### config.mk
export PLATFORM = sky130hd
export DESIGN_NAME = mem_stage_sram_ctrl_flat
export DESIGN_NICKNAME = d
export VERILOG_FILES = /design/src/rtl/mem_stage_sram_ctrl_if.sv /design/src/rtl/mem_stage_sram_ctrl.sv /design/src/flat_wrapper.sv
export SDC_FILE = /design/constraint.sdc
export NUM_CORES = 1
export LEC_CHECK = 0
export CORE_MARGIN = 1
export CORE_UTILIZATION = 25
export CTS_BUF_LIST = sky130_fd_sc_hd__clkbuf_4 sky130_fd_sc_hd__clkbuf_8
export CTS_CLUSTER_SIZE = 12
export DETAILED_ROUTE_END_ITERATION = 8
export HOLD_SLACK_MARGIN = 0.02
export SYNTH_ARGS = -nofsm -noshare
export SYNTH_HDL_FRONTEND = slang
export SYNTH_SLANG_ARGS = --single-unit
### constraint.sdc
create_clock -name clk -period 5.4 [get_ports clk]
set_input_delay 1.08 -clock clk [delete_from_list [all_inputs] [get_ports clk]]
set_output_delay 1.08 -clock clk [all_outputs]
set_load 0.005 [all_outputs]
### src/rtl/mem_stage_sram_ctrl_if.sv
// MEM-stage pipeline and external SRAM signals of the data-memory controller.
// master = pipeline/SRAM side, slave = controller.
interface mem_stage_sram_ctrl_if #(
  parameter int WORD_WIDTH      = 32,
  parameter int SRAM_ADDR_WIDTH = 18
);
  logic                       MEM_R_EN;
  logic                       MEM_W_EN;
  logic [WORD_WIDTH-1:0]      ALU_Res;
  logic [WORD_WIDTH-1:0]      Val_Rm;
  logic                       ready;
  logic [WORD_WIDTH-1:0]      rdata;
  logic [SRAM_ADDR_WIDTH-1:0] sram_addr;
  logic [15:0]                sram_dq_out;
  logic                       sram_dq_oe;
  logic                       sram_we_n;
  logic [15:0]                sram_dq_in;

  modport master (
    output MEM_R_EN, MEM_W_EN, ALU_Res, Val_Rm, sram_dq_in,
    input  ready, rdata, sram_addr, sram_dq_out, sram_dq_oe, sram_we_n
  );

  modport slave (
    input  MEM_R_EN, MEM_W_EN, ALU_Res, Val_Rm, sram_dq_in,
    output ready, rdata, sram_addr, sram_dq_out, sram_dq_oe, sram_we_n
  );
endinterface

### src/rtl/mem_stage_sram_ctrl.sv
// MEM-stage controller: each 32-bit load/store becomes two 16-bit SRAM phases of WAIT_CYCLES each.
// Optional MEM_ADDR_OFFSET_EN maps data memory at byte 1024 (eff = ALU_Res - 1024).
module mem_stage_sram_ctrl #(
  parameter int WORD_WIDTH      = 32,
  parameter int SRAM_ADDR_WIDTH = 18,
  parameter int WAIT_CYCLES     = 5
) (
  input  logic                  clk,
  input  logic                  rst,
  mem_stage_sram_ctrl_if.slave  bus
);
  localparam int         SAW  = SRAM_ADDR_WIDTH;
  localparam logic [3:0] LAST = 4'(WAIT_CYCLES - 1);

  typedef enum logic [1:0] {IDLE, LOW, HIGH, DONE} state_t;

  state_t                r_state;
  logic [3:0]            r_cnt;
  logic [SAW-2:0]        r_base;
  logic [15:0]           r_wdata_hi;
  logic                  r_is_wr;
  logic [15:0]           r_low_half;
  logic [WORD_WIDTH-1:0] r_rdata;
  logic [SAW-1:0]        r_sram_addr;
  logic [15:0]           r_dq_out;
  logic                  r_dq_oe;
  logic                  r_we_n;

  logic [WORD_WIDTH-1:0] w_eff;
  logic [SAW-2:0]        w_base;
  logic                  w_req;
  logic [3:0]            w_cnt_nxt;
  logic                  w_last;
  logic                  w_strobe_first;
  logic                  w_strobe_cont;
  logic                  w_unused_bits;

`ifdef MEM_ADDR_OFFSET_EN
  assign w_eff = bus.ALU_Res - WORD_WIDTH'(1024);
`else
  assign w_eff = bus.ALU_Res;
`endif

  assign w_base    = w_eff[SAW:2];
  assign w_req     = bus.MEM_R_EN | bus.MEM_W_EN;
  assign w_cnt_nxt = r_cnt + 4'd1;
  assign w_last    = (r_cnt == LAST);
  // Write strobe is dropped on the final cycle of each phase for setup/hold margin.
  assign w_strobe_first = bus.MEM_W_EN && (LAST != 4'd0);
  assign w_strobe_cont  = r_is_wr && (w_cnt_nxt != LAST);
  assign w_unused_bits  = ^{w_eff[WORD_WIDTH-1:SAW+1], w_eff[1:0]};

  assign bus.ready       = (r_state == DONE) || ((r_state == IDLE) && !w_req);
  assign bus.rdata       = r_rdata;
  assign bus.sram_addr   = r_sram_addr;
  assign bus.sram_dq_out = r_dq_out;
  assign bus.sram_dq_oe  = r_dq_oe;
  assign bus.sram_we_n   = r_we_n;

  always_ff @(posedge clk or posedge rst) begin
    if (rst) begin
      r_state     <= IDLE;
      r_cnt       <= 4'd0;
      r_base      <= '0;
      r_wdata_hi  <= 16'd0;
      r_is_wr     <= 1'b0;
      r_low_half  <= 16'd0;
      r_rdata     <= '0;
      r_sram_addr <= '0;
      r_dq_out    <= 16'd0;
      r_dq_oe     <= 1'b0;
      r_we_n      <= 1'b1;
    end else begin
      case (r_state)
        IDLE: begin
          if (w_req) begin
            r_state     <= LOW;
            r_cnt       <= 4'd0;
            r_base      <= w_base;
            r_wdata_hi  <= bus.Val_Rm[31:16];
            r_is_wr     <= bus.MEM_W_EN;
            r_sram_addr <= {w_base, 1'b0};
            r_dq_out    <= bus.Val_Rm[15:0];
            r_we_n      <= !w_strobe_first;
            r_dq_oe     <= w_strobe_first;
          end
        end
        LOW: begin
          if (w_last) begin
            r_low_half  <= bus.sram_dq_in;
            r_state     <= HIGH;
            r_cnt       <= 4'd0;
            r_sram_addr <= {r_base, 1'b1};
            r_dq_out    <= r_wdata_hi;
            r_we_n      <= !(r_is_wr && (LAST != 4'd0));
            r_dq_oe     <= r_is_wr && (LAST != 4'd0);
          end else begin
            r_cnt   <= w_cnt_nxt;
            r_we_n  <= !w_strobe_cont;
            r_dq_oe <= w_strobe_cont;
          end
        end
        HIGH: begin
          if (w_last) begin
            if (!r_is_wr) r_rdata <= {bus.sram_dq_in, r_low_half};
            r_state <= DONE;
            r_cnt   <= 4'd0;
            r_we_n  <= 1'b1;
            r_dq_oe <= 1'b0;
          end else begin
            r_cnt   <= w_cnt_nxt;
            r_we_n  <= !w_strobe_cont;
            r_dq_oe <= w_strobe_cont;
          end
        end
        // One-cycle hold so the served instruction's enable cannot re-trigger.
        DONE: r_state <= IDLE;
        default: r_state <= IDLE;
      endcase
    end
  end
endmodule

### src/flat_wrapper.sv
// flat-port wrapper written by rule: the top's interface ports become plain ports
module mem_stage_sram_ctrl_flat 
#(
  parameter int WORD_WIDTH      = 32,
  parameter int SRAM_ADDR_WIDTH = 18,
  parameter int WAIT_CYCLES     = 5
)
  (clk, rst, bus_MEM_R_EN, bus_MEM_W_EN, bus_ALU_Res, bus_Val_Rm, bus_sram_dq_in, bus_ready, bus_rdata, bus_sram_addr, bus_sram_dq_out, bus_sram_dq_oe, bus_sram_we_n);
  mem_stage_sram_ctrl_if #(.WORD_WIDTH(WORD_WIDTH), .SRAM_ADDR_WIDTH(SRAM_ADDR_WIDTH)) bus_i ();
  input  logic clk;
  input  logic rst;
  input wire logic [$bits(bus_i.MEM_R_EN)-1:0] bus_MEM_R_EN;
  input wire logic [$bits(bus_i.MEM_W_EN)-1:0] bus_MEM_W_EN;
  input wire logic [$bits(bus_i.ALU_Res)-1:0] bus_ALU_Res;
  input wire logic [$bits(bus_i.Val_Rm)-1:0] bus_Val_Rm;
  input wire logic [$bits(bus_i.sram_dq_in)-1:0] bus_sram_dq_in;
  output wire logic [$bits(bus_i.ready)-1:0] bus_ready;
  output wire logic [$bits(bus_i.rdata)-1:0] bus_rdata;
  output wire logic [$bits(bus_i.sram_addr)-1:0] bus_sram_addr;
  output wire logic [$bits(bus_i.sram_dq_out)-1:0] bus_sram_dq_out;
  output wire logic [$bits(bus_i.sram_dq_oe)-1:0] bus_sram_dq_oe;
  output wire logic [$bits(bus_i.sram_we_n)-1:0] bus_sram_we_n;
  assign bus_i.MEM_R_EN = bus_MEM_R_EN;
  assign bus_i.MEM_W_EN = bus_MEM_W_EN;
  assign bus_i.ALU_Res = bus_ALU_Res;
  assign bus_i.Val_Rm = bus_Val_Rm;
  assign bus_i.sram_dq_in = bus_sram_dq_in;
  assign bus_ready = bus_i.ready;
  assign bus_rdata = bus_i.rdata;
  assign bus_sram_addr = bus_i.sram_addr;
  assign bus_sram_dq_out = bus_i.sram_dq_out;
  assign bus_sram_dq_oe = bus_i.sram_dq_oe;
  assign bus_sram_we_n = bus_i.sram_we_n;
  mem_stage_sram_ctrl #(.WORD_WIDTH(WORD_WIDTH), .SRAM_ADDR_WIDTH(SRAM_ADDR_WIDTH), .WAIT_CYCLES(WAIT_CYCLES)) u_core (.clk(clk), .rst(rst), .bus(bus_i));
endmodule
==> results of run 1 <==
==> layer usage <==
metal	vias up	GRT usage, %	wire (µm)
met3	16	5.34	981
met1	1779	14.6	5420
met2	122	19.3	5840
li1	1672	-	-
met5	-	0	13
met4	2	4.74	153
==> where the power goes <==
group / leakage, µW / switching [µW] / internal, µW
clock: 0.000177 / 393 / 388
sequential: 0.00149 / 249 / 1370
combinational: 0.00141 / 703 / 960
==> critical path, cell delays in order <==
cell and delay, ps:
clkdlybuf4s50_1 530, or3b_1 570, nand2b_1 130, clkdlybuf4s50_1 520
==> logic make-up (layout without fill, tap and decap cells) <==
kind of cell	count (synthesis)	after routing
flops	124	124
other cells	0	1
buf+inv	29	182
compound gates	59	59
mux	115	115
simple gates	61	61
fa+ha+maj	8	8
==> registers in the layout, summed over array words and instances (netlist names) <==
register / cells
u_core.bus.rdata: 32
u_core.bus.sram_addr: 18
u_core.bus.sram_dq_oe: 1
u_core.bus.sram_dq_out: 16
u_core.bus.sram_we_n: 1
u_core.r_base: 17
u_core.r_cnt: 4
u_core.r_is_wr: 1
u_core.r_low_half: 16
u_core.r_state: 2
u_core.r_wdata_hi: 16
==> final cells by class <==
type | instances | area (µm²)
Clock buffer | 19 | 262
Multi-Input combinational cell | 243 | 2040
Clock inverter | 13 | 116
Inverter | 7 | 28.8
Antenna cell | 1 | 2.50
Tap cell | 270 | 338
Sequential cell | 124 | 3100
Fill cell | 2012 | 13100
Timing Repair Buffer | 143 | 1420
==> cells in the final DEF (no fill, tap or decap), types with 2 or more instances in the layout <==
cell             Yosys  final
a21oi_1             41     41
buf_4                4      6
clkbuf_8             0     19
clkdlybuf4s50_1      0    137
clkinv_2             0      3
clkinvlp_4           0      6
dfrtp_1            123    123
ha_1                 8      7
inv_1                7      6
inv_6                0      2
mux2_2              81     81
mux2i_1             33     33
nand2_1             11     11
nand2b_1             2      2
nand3_1              2      2
nor2_1              35     35
o21ai_0              5      5
o21ai_2              3      2
o31ai_1              2      2
==> per-stage QoR <==
| stage | cells | util, % |
|---|---|---|
| after global placement | 787 | 33.9 |
| after floorplan | 396 | - |
| after CTS | 819 | 35.7 |
| after global routing | 819 | 35.7 |
| after detailed placement | 787 | 33.9 |
| final | 820 | 35.7 |
==> how the worst max path moves through the flow <==
stage | slack, ps | depth (start not counted) | start | to
final | 1490 | 4 | bus_MEM_W_EN | bus_ready
after global placement | 1490 | 4 | bus_MEM_W_EN | bus_ready
after detailed placement | 1480 | 4 | bus_MEM_W_EN | bus_ready
after CTS | 1480 | 4 | bus_MEM_W_EN | bus_ready
after floorplan | 1020 | 1 | rst | u_core.bus.rdata[0]
after global routing | 1430 | 4 | bus_MEM_W_EN | bus_ready
==> impl_metrics.env, run 1 <==
export IMPL_synth_xor_area_share_pct=0
export IMPL_clock_latency_ps=440
export IMPL_cts_sinks=124
export IMPL_p_per_area_mw_per_mm2=556
export IMPL_grt_max_degree=49
export IMPL_synth_top_area_share_pct=58.4
export IMPL_place_hpwl_um=8390
export IMPL_ios=153
export IMPL_hold_viol=0
export IMPL_cp_end_kind="output pin"
export IMPL_htreeDepth=4
export IMPL_area_growth_pct=38.5
export IMPL_synthAdderAreaFrac_pct=1.90
export IMPL_status="completed"
export IMPL_place_port_buffers=137
export IMPL_cts_clk_slew_worst_paths_ps=70
export IMPL_fmax_mhz=256
export IMPL_synth_area_leaders="dfrtp_1 58%, mux2_2 17%, mux2i_1 6.3%"
export IMPL_synthCells=396
export IMPL_drc=0
export IMPL_synthMuxAreaShare_pct=23.8
export IMPL_r2r_start="u_core.r_cnt[0]"
export IMPL_nets=628
export IMPL_synth_cell_type_count=38
export IMPL_grt_overflow_total=0
export IMPL_synth_compound_gate_area_share_pct=6.53
export IMPL_worstPathRequired_ps=4320
export IMPL_start_kind="input pin"
export IMPL_post_cts_resized=0
export IMPL_cts_tree="done"
export IMPL_cts_root_buffer="clkbuf_8"
export IMPL_die_h_um=147
export IMPL_finalSetupViolations=0
export IMPL_syn_nets=488
export IMPL_slew_violations=0
export IMPL_yosys_area_top_type="dfrtp_1"
export IMPL_min_path_cells=1
export IMPL_post_route_min_period_ps=3910
export IMPL_yosysMostFrequentCell="dfrtp_1"
export IMPL_antenna_found_initial=2
export IMPL_placed_cell_area_mm2=0.00692
export IMPL_ant_nets=0
export IMPL_post_cts_setup_buffer_count=0
export IMPL_synth_common_cells="123 x dfrtp_1, 81 x mux2_2, 41 x a21oi_1, 35 x nor2_1, 33 x mux2i_1"
export IMPL_hold_worst_slack_ps=490
export IMPL_ys_ff_latch=124
export IMPL_whs_endpoint="u_core.bus.rdata[23]"
export IMPL_finalSetupTns_ps=0
export IMPL_rr_endpoint="u_core.bus.sram_addr[3]"
export IMPL_drt_iter0_drc=168
export IMPL_async_flop_share_pct=100
export IMPL_synth_edf_count=0
export IMPL_dr_pass1_iters=4
export IMPL_grt_pass1_wl_um=20400
export IMPL_finClkSkew_ps=5.09
export IMPL_design_area_mm2=0.00730
export IMPL_critPathMaxFanout=7
export IMPL_syn_avg_cell_area_um2=13.3
export IMPL_rows=52
export IMPL_die_width_um=147
export IMPL_fin_crit_sh_pct=72.4
export IMPL_vdd_drop_max_v=0.000190
export IMPL_worstHoldPathType="flip-flop to flip-flop"
export IMPL_worst_setup_path_type="input pin to output pin"
export IMPL_grt_pass1_vias=3836
export IMPL_r2r_slack_ps=2480
export IMPL_rsz0062_at_grt="false"
export IMPL_r2r_cells=7
export IMPL_yosys_warnings=0
export IMPL_fin_ws_ps=1490
export IMPL_ys_flop_type="dfrtp_1"
export IMPL_viasPerCell=4.38
export IMPL_worstMarginPinSlew_ps=1100
export IMPL_grt_total_usage_pct=12.2
export IMPL_p_leak_uw=0.00307
export IMPL_relSlewSlack_pct=26.7
export IMPL_gp_congestion=0.806
export IMPL_drive_above_1_share_pct=23.9
export IMPL_worstPathArrival_ps=2830
export IMPL_hp_start="u_core.bus.rdata[23]"
export IMPL_start_util_pct=25.8
export IMPL_ys_seq_area_share_pct=58.9
export IMPL_clock_path_buffers=2
export IMPL_die_area_mm2=0.0217
export IMPL_drt_total_wl_um=12400
export IMPL_synth_top_family_by_area="multiplexers"
export IMPL_avgRoutedWirePerCell_um=15.1
export IMPL_cts_buffers=17
export IMPL_maxCapViolations=0
export IMPL_syn_area_mm2=0.00527
export IMPL_pre_cts_ws_ps=1480
export IMPL_ctsHoldBuffers=0
export IMPL_synthSimpleGateAreaFrac_pct=6.08
export IMPL_total_power_uw=4060
export IMPL_vias=3591
export IMPL_core_area_mm2=0.0204
Note: power is estimated with default switching activity, not from simulation.
==> run 2, diff against run 1 <==
==> constraint.sdc (replaced) <==
create_clock -name clk -period 3.83 [get_ports clk]
set_input_delay 0.766 -clock clk [delete_from_list [all_inputs] [get_ports clk]]
set_output_delay 0.766 -clock clk [all_outputs]
set_load 0.005 [all_outputs]
==> impl_metrics.env, run 2 (synthesized netlist as in run 1, its figures left out) <==
export IMPL_grt_max_degree=67
export IMPL_dr_pass1_iters=5
export IMPL_vias=3547
export IMPL_grt_pass1_vias=3866
export IMPL_post_cts_setup_buffer_count=0
export IMPL_critPathMaxFanout=7
export IMPL_cts_sinks=124
export IMPL_path_buf_inv=2
export IMPL_swShare_pct=31.7
export IMPL_p_sw_uw=1880
export IMPL_die_width_um=147
export IMPL_die_area_mm2=0.0217
export IMPL_post_route_min_period_ps=3280
export IMPL_status="completed"
export IMPL_drt_total_wl_um=12300
export IMPL_worstMarginPinSlew_ps=720
export IMPL_grt_overflow_total=0
export IMPL_layout_common_cells="137 x clkdlybuf4s50_1, 123 x dfrtp_1, 81 x mux2_2"
export IMPL_cts_root_buffer="clkbuf_8"
export IMPL_crit_chain="clkdlybuf4s50_1, or3b_1, nand2b_1, clkdlybuf4s50_1"
export IMPL_cts_buffers=17
export IMPL_ant_nets=0
export IMPL_p_comb_share_pct=39.4
export IMPL_cp_top_family="buffers and inverters"
export IMPL_htreeDepth=4
export IMPL_fill_cells=1996
export IMPL_utilization_pct=36.1
export IMPL_rows=52
export IMPL_final_common_cell="clkdlybuf4s50_1"
export IMPL_p_per_area_mw_per_mm2=804
export IMPL_cp_slowest_cell="or3b_1"
export IMPL_path_common_cell="clkdlybuf4s50_1"
export IMPL_cts_clk_slew_worst_paths_ps=70
export IMPL_start_util_pct=25.8
export IMPL_hold_viol=0
export IMPL_avgRoutedWirePerCell_um=15.0
export IMPL_r2r_slack_ps=1440
export IMPL_place_hpwl_um=8260
export IMPL_start_kind="input pin"
export IMPL_finalSetupViolations=0
export IMPL_p_leak_uw=0.00312
export IMPL_finalSetupTns_ps=0
export IMPL_worstHoldPathType="flip-flop to flip-flop"
export IMPL_area_growth_pct=39.9
export IMPL_critPathMaxStageDelay_ps=580
export IMPL_fmax_mhz=305
export IMPL_p_int_uw=4050
export IMPL_power_share_sequential_pct=38.6
export IMPL_drt_iter0_drc=96
export IMPL_post_cts_resized=0
export IMPL_worstPathRequired_ps=3060
export IMPL_rsz0062_at_grt="false"
export IMPL_gp_congestion=0.767
export IMPL_cp_end_kind="output pin"
export IMPL_antenna_found_initial=0
export IMPL_worst_setup_path_type="input pin to output pin"
export IMPL_maxCapViolations=0
export IMPL_largest_reg_flops=32
export IMPL_design_area_mm2=0.00738
export IMPL_relSlewSlack_pct=52.0
export IMPL_clock_path_buffers=2
export IMPL_cts_tree="done"
export IMPL_place_port_buffers=137
export IMPL_hold_worst_slack_ps=500
export IMPL_p_clk_share_pct=22.0
export IMPL_grt_pass1_wl_um=20200
export IMPL_fin_crit_sh_pct=85.6
export IMPL_diodes=0
export IMPL_core_area_mm2=0.0204
export IMPL_placed_cell_area_mm2=0.00693
export IMPL_drc=0
export IMPL_finClkSkew_ps=7.85
export IMPL_ios=153
export IMPL_ctsHoldBuffers=0
export IMPL_slew_violations=0
export IMPL_viasPerCell=4.33
export IMPL_drive_above_1_share_pct=23.9
export IMPL_grt_total_usage_pct=12.0
export IMPL_die_h_um=147
export IMPL_clock_latency_ps=430
export IMPL_vdd_drop_max_v=0.000308
export IMPL_worstPathArrival_ps=2510
export IMPL_nets=629
run 2: metrics by stage:
stage	total power, µW	cells	setup slack [ps]
2_1_floorplan	3620	396	1540
3_3_place_gp	4570	788	539
3_5_place_dp	4680	788	544
4_1_cts	6030	819	521
5_1_grt	6360	819	403
6_report	5930	819	550
run 2: path summary, 6_finish.rpt:
path,cells after the start,from,endpoint
worst max-delay path,4,bus_MEM_W_EN,bus_ready
worst min register to register,1,u_core.r_low_half[14],u_core.bus.rdata[14]
min in group asynchronous,2,rst,u_core.bus.rdata[8]
max in group asynchronous,3,rst,u_core.r_low_half[14]
worst max register to register,7,u_core.r_cnt[0],u_core.bus.sram_addr[13]
worst min-delay path,1,u_core.r_low_half[14],u_core.bus.rdata[14]
run 2: power groups by stage:
stage / Combinational (µW) / Clock (µW) / Sequential, µW
finish: 2340 / 1310 / 2290
CTS: 2380 / 1360 / 2290
floorplan: 1380 / 0 / 2240
detailed placement: 2380 / 0 / 2310
global placement: 2310 / 0 / 2260
global route: 2570 / 1420 / 2370
run 2: metal layers:
metal | track usage, % | share of wire [%]
met5 | 0 | 0
met4 | 3.81 | 0.99
met3 | 4.84 | 6.4
met2 | 19.8 | 50
met1 | 14.2 | 43
run 2: layout make-up:
| type | count | area [µm²] | area share [%] |
|---|---|---|---|
| clock buffers | 21 | 283 | 3.83 |
| clock inverters | 10 | 163 | 2.20 |
| inverters | 7 | 30.0 | 0.407 |
| multi-input cells | 243 | 2040 | 27.6 |
| flip-flops and latches | 124 | 3100 | 42.1 |
| well taps | 270 | 338 | 4.58 |
| repair buffers | 144 | 1420 | 19.3 |
==> run 3, diff against run 2 <==
--- a/config.mk
+++ b/config.mk
@@ -5,12 +5,14 @@
 export SDC_FILE = /design/constraint.sdc
 export NUM_CORES = 1
 export LEC_CHECK = 0
+export CORE_ASPECT_RATIO = 1.5
 export CORE_MARGIN = 1
 export CORE_UTILIZATION = 25
 export CTS_BUF_LIST = sky130_fd_sc_hd__clkbuf_4 sky130_fd_sc_hd__clkbuf_8
 export CTS_CLUSTER_SIZE = 12
 export DETAILED_ROUTE_END_ITERATION = 8
 export HOLD_SLACK_MARGIN = 0.02
+export SETUP_SLACK_MARGIN = 0.1
 export SYNTH_ARGS = -nofsm -noshare
 export SYNTH_HDL_FRONTEND = slang
 export SYNTH_SLANG_ARGS = --single-unit
==> impl_metrics.env, run 3 (synthesized netlist as in run 1, its figures left out) <==
export IMPL_hold_viol=0
export IMPL_worstHoldPathType="flip-flop to flip-flop"
export IMPL_cts_root_buffer="clkbuf_8"
export IMPL_core_area_mm2=0.0205
export IMPL_grt_overflow_total=0
export IMPL_relSlewSlack_pct=41.6
export IMPL_cts_sinks=124
export IMPL_die_area_mm2=0.0217
export IMPL_avgRoutedWirePerCell_um=14.6
export IMPL_rsz0062_at_grt="false"
export IMPL_place_port_buffers=137
export IMPL_worstMarginPinSlew_ps=874
export IMPL_post_cts_resized=0
export IMPL_p_clk_share_pct=21.3
export IMPL_area_growth_pct=40.4
export IMPL_hp_start="u_core.bus.rdata[23]"
export IMPL_cp_end_kind="output pin"
export IMPL_drc=0
export IMPL_layout_common_cells="137 x clkdlybuf4s50_1, 123 x dfrtp_1, 81 x mux2_2"
export IMPL_finClkSkew_ps=11.6
export IMPL_cp_top_family="buffers and inverters"
export IMPL_p_per_area_mw_per_mm2=797
export IMPL_cts_clk_slew_worst_paths_ps=80
export IMPL_path_common_cell="clkdlybuf4s50_1"
export IMPL_start_util_pct=25.7
export IMPL_vdd_drop_max_v=0.000324
export IMPL_p_comb_share_pct=40.2
export IMPL_crit_start="bus_MEM_W_EN"
export IMPL_crit_chain="clkdlybuf4s50_1, or3b_1, nand2b_1, clkdlybuf4s50_1"
export IMPL_ios=153
export IMPL_finalSetupTns_ps=0
export IMPL_p_leak_uw=0.00313
export IMPL_diodes=0
export IMPL_grt_max_degree=67
export IMPL_worstPathRequired_ps=3060
export IMPL_path_buf_inv=2
export IMPL_pre_cts_ws_ps=583
export IMPL_nets=628
export IMPL_maxCapViolations=0
export IMPL_vias=3565
export IMPL_r2r_start="u_core.r_cnt[0]"
export IMPL_drive_above_1_share_pct=23.9
export IMPL_status="completed"
export IMPL_fin_crit_sh_pct=84.8
export IMPL_slew_violations=0
export IMPL_clock_path_buffers=2
export IMPL_viasPerCell=4.38
export IMPL_fin_ws_ps=581
export IMPL_dr_pass1_iters=4
export IMPL_r2r_slack_ps=1710
export IMPL_rows=64
export IMPL_ant_nets=0
export IMPL_htreeDepth=4
export IMPL_worst_setup_path_type="input pin to output pin"
export IMPL_p_sw_uw=1870
export IMPL_gp_congestion=0.751
export IMPL_grt_pass1_wl_um=20000
export IMPL_start_kind="input pin"
export IMPL_drt_iter0_drc=175
export IMPL_die_h_um=180
export IMPL_ctsHoldBuffers=0
export IMPL_grt_total_usage_pct=11.9
export IMPL_clock_latency_ps=430
export IMPL_critPathMaxStageDelay_ps=560
export IMPL_place_hpwl_um=8350
export IMPL_worstPathArrival_ps=2480
export IMPL_cts_tree="done"
export IMPL_largest_reg_flops=32
export IMPL_finalSetupViolations=0
export IMPL_post_cts_setup_buffer_count=0
export IMPL_cp_slowest_cell="or3b_1"
export IMPL_fmax_mhz=308
export IMPL_power_share_sequential_pct=38.5
export IMPL_drt_total_wl_um=11900
export IMPL_cts_buffers=17
export IMPL_critPathMaxFanout=7
export IMPL_die_width_um=121
export IMPL_final_common_cell="clkdlybuf4s50_1"
export IMPL_p_int_uw=4030
export IMPL_grt_pass1_vias=3985
export IMPL_swShare_pct=31.7
export IMPL_antenna_found_initial=0
export IMPL_post_route_min_period_ps=3250
## run 3: layout make-up
type / instances / area (µm²)
clock buffers: 18 / 241
clock inverters: 14 / 193
fillers: 2044 / 13100
inverters: 7 / 30.0
multi-input cells: 243 / 2040
flip-flops and latches: 124 / 3100
well taps: 264 / 330
repair buffers: 143 / 1470
## run 3: path summary, 6_finish.rpt
path,to,cells past startpoint
max,bus_ready,4
min,u_core.bus.rdata[23],1
max reg2reg,u_core.bus.sram_addr[10],7
min reg2reg,u_core.bus.rdata[23],1
max in group asynchronous,u_core.bus.sram_we_n,3
min in group asynchronous,u_core.bus.sram_addr[13],2
## run 3: power groups by stage
stage	registers, µW	logic, µW	clock network [µW]
after global routing	2360	2610	1370
final	2270	2370	1260
after floorplan	2240	1380	0
after detailed placement	2300	2420	0
after CTS	2280	2430	1310
after global placement	2260	2360	0
## run 3: metrics by stage
stage | utilization (%) | std cells | hold slack (ps) | total power (µW) | area, µm²
floorplan | - | 396 | 474 | 3620 | 5280
global placement | 34.0 | 781 | 474 | 4620 | 6970
detailed placement | 34.0 | 781 | 482 | 4720 | 6970
CTS | 36.1 | 813 | 502 | 6020 | 7400
global route | 36.1 | 813 | 527 | 6340 | 7400
finish | 36.1 | 813 | 499 | 5900 | 7400
## run 3: worst register-to-register path, stage by stage, from the launching register on
cell and delay, ps:
dfrtp_1 460, inv_1 100, ha_1 310, nand4b_4 390
o22ai_4 260, buf_12 300, nor2_1 120, a21oi_1 120
## run 3: per-layer routing
layer  vias up  track usage [%]  wire length, µm
met5         -                0                0
met4         0             4.49              148
met3         9             3.97              692
met2       110             20.9             6280
met1      1773             13.0             4750
li1       1673                -                -
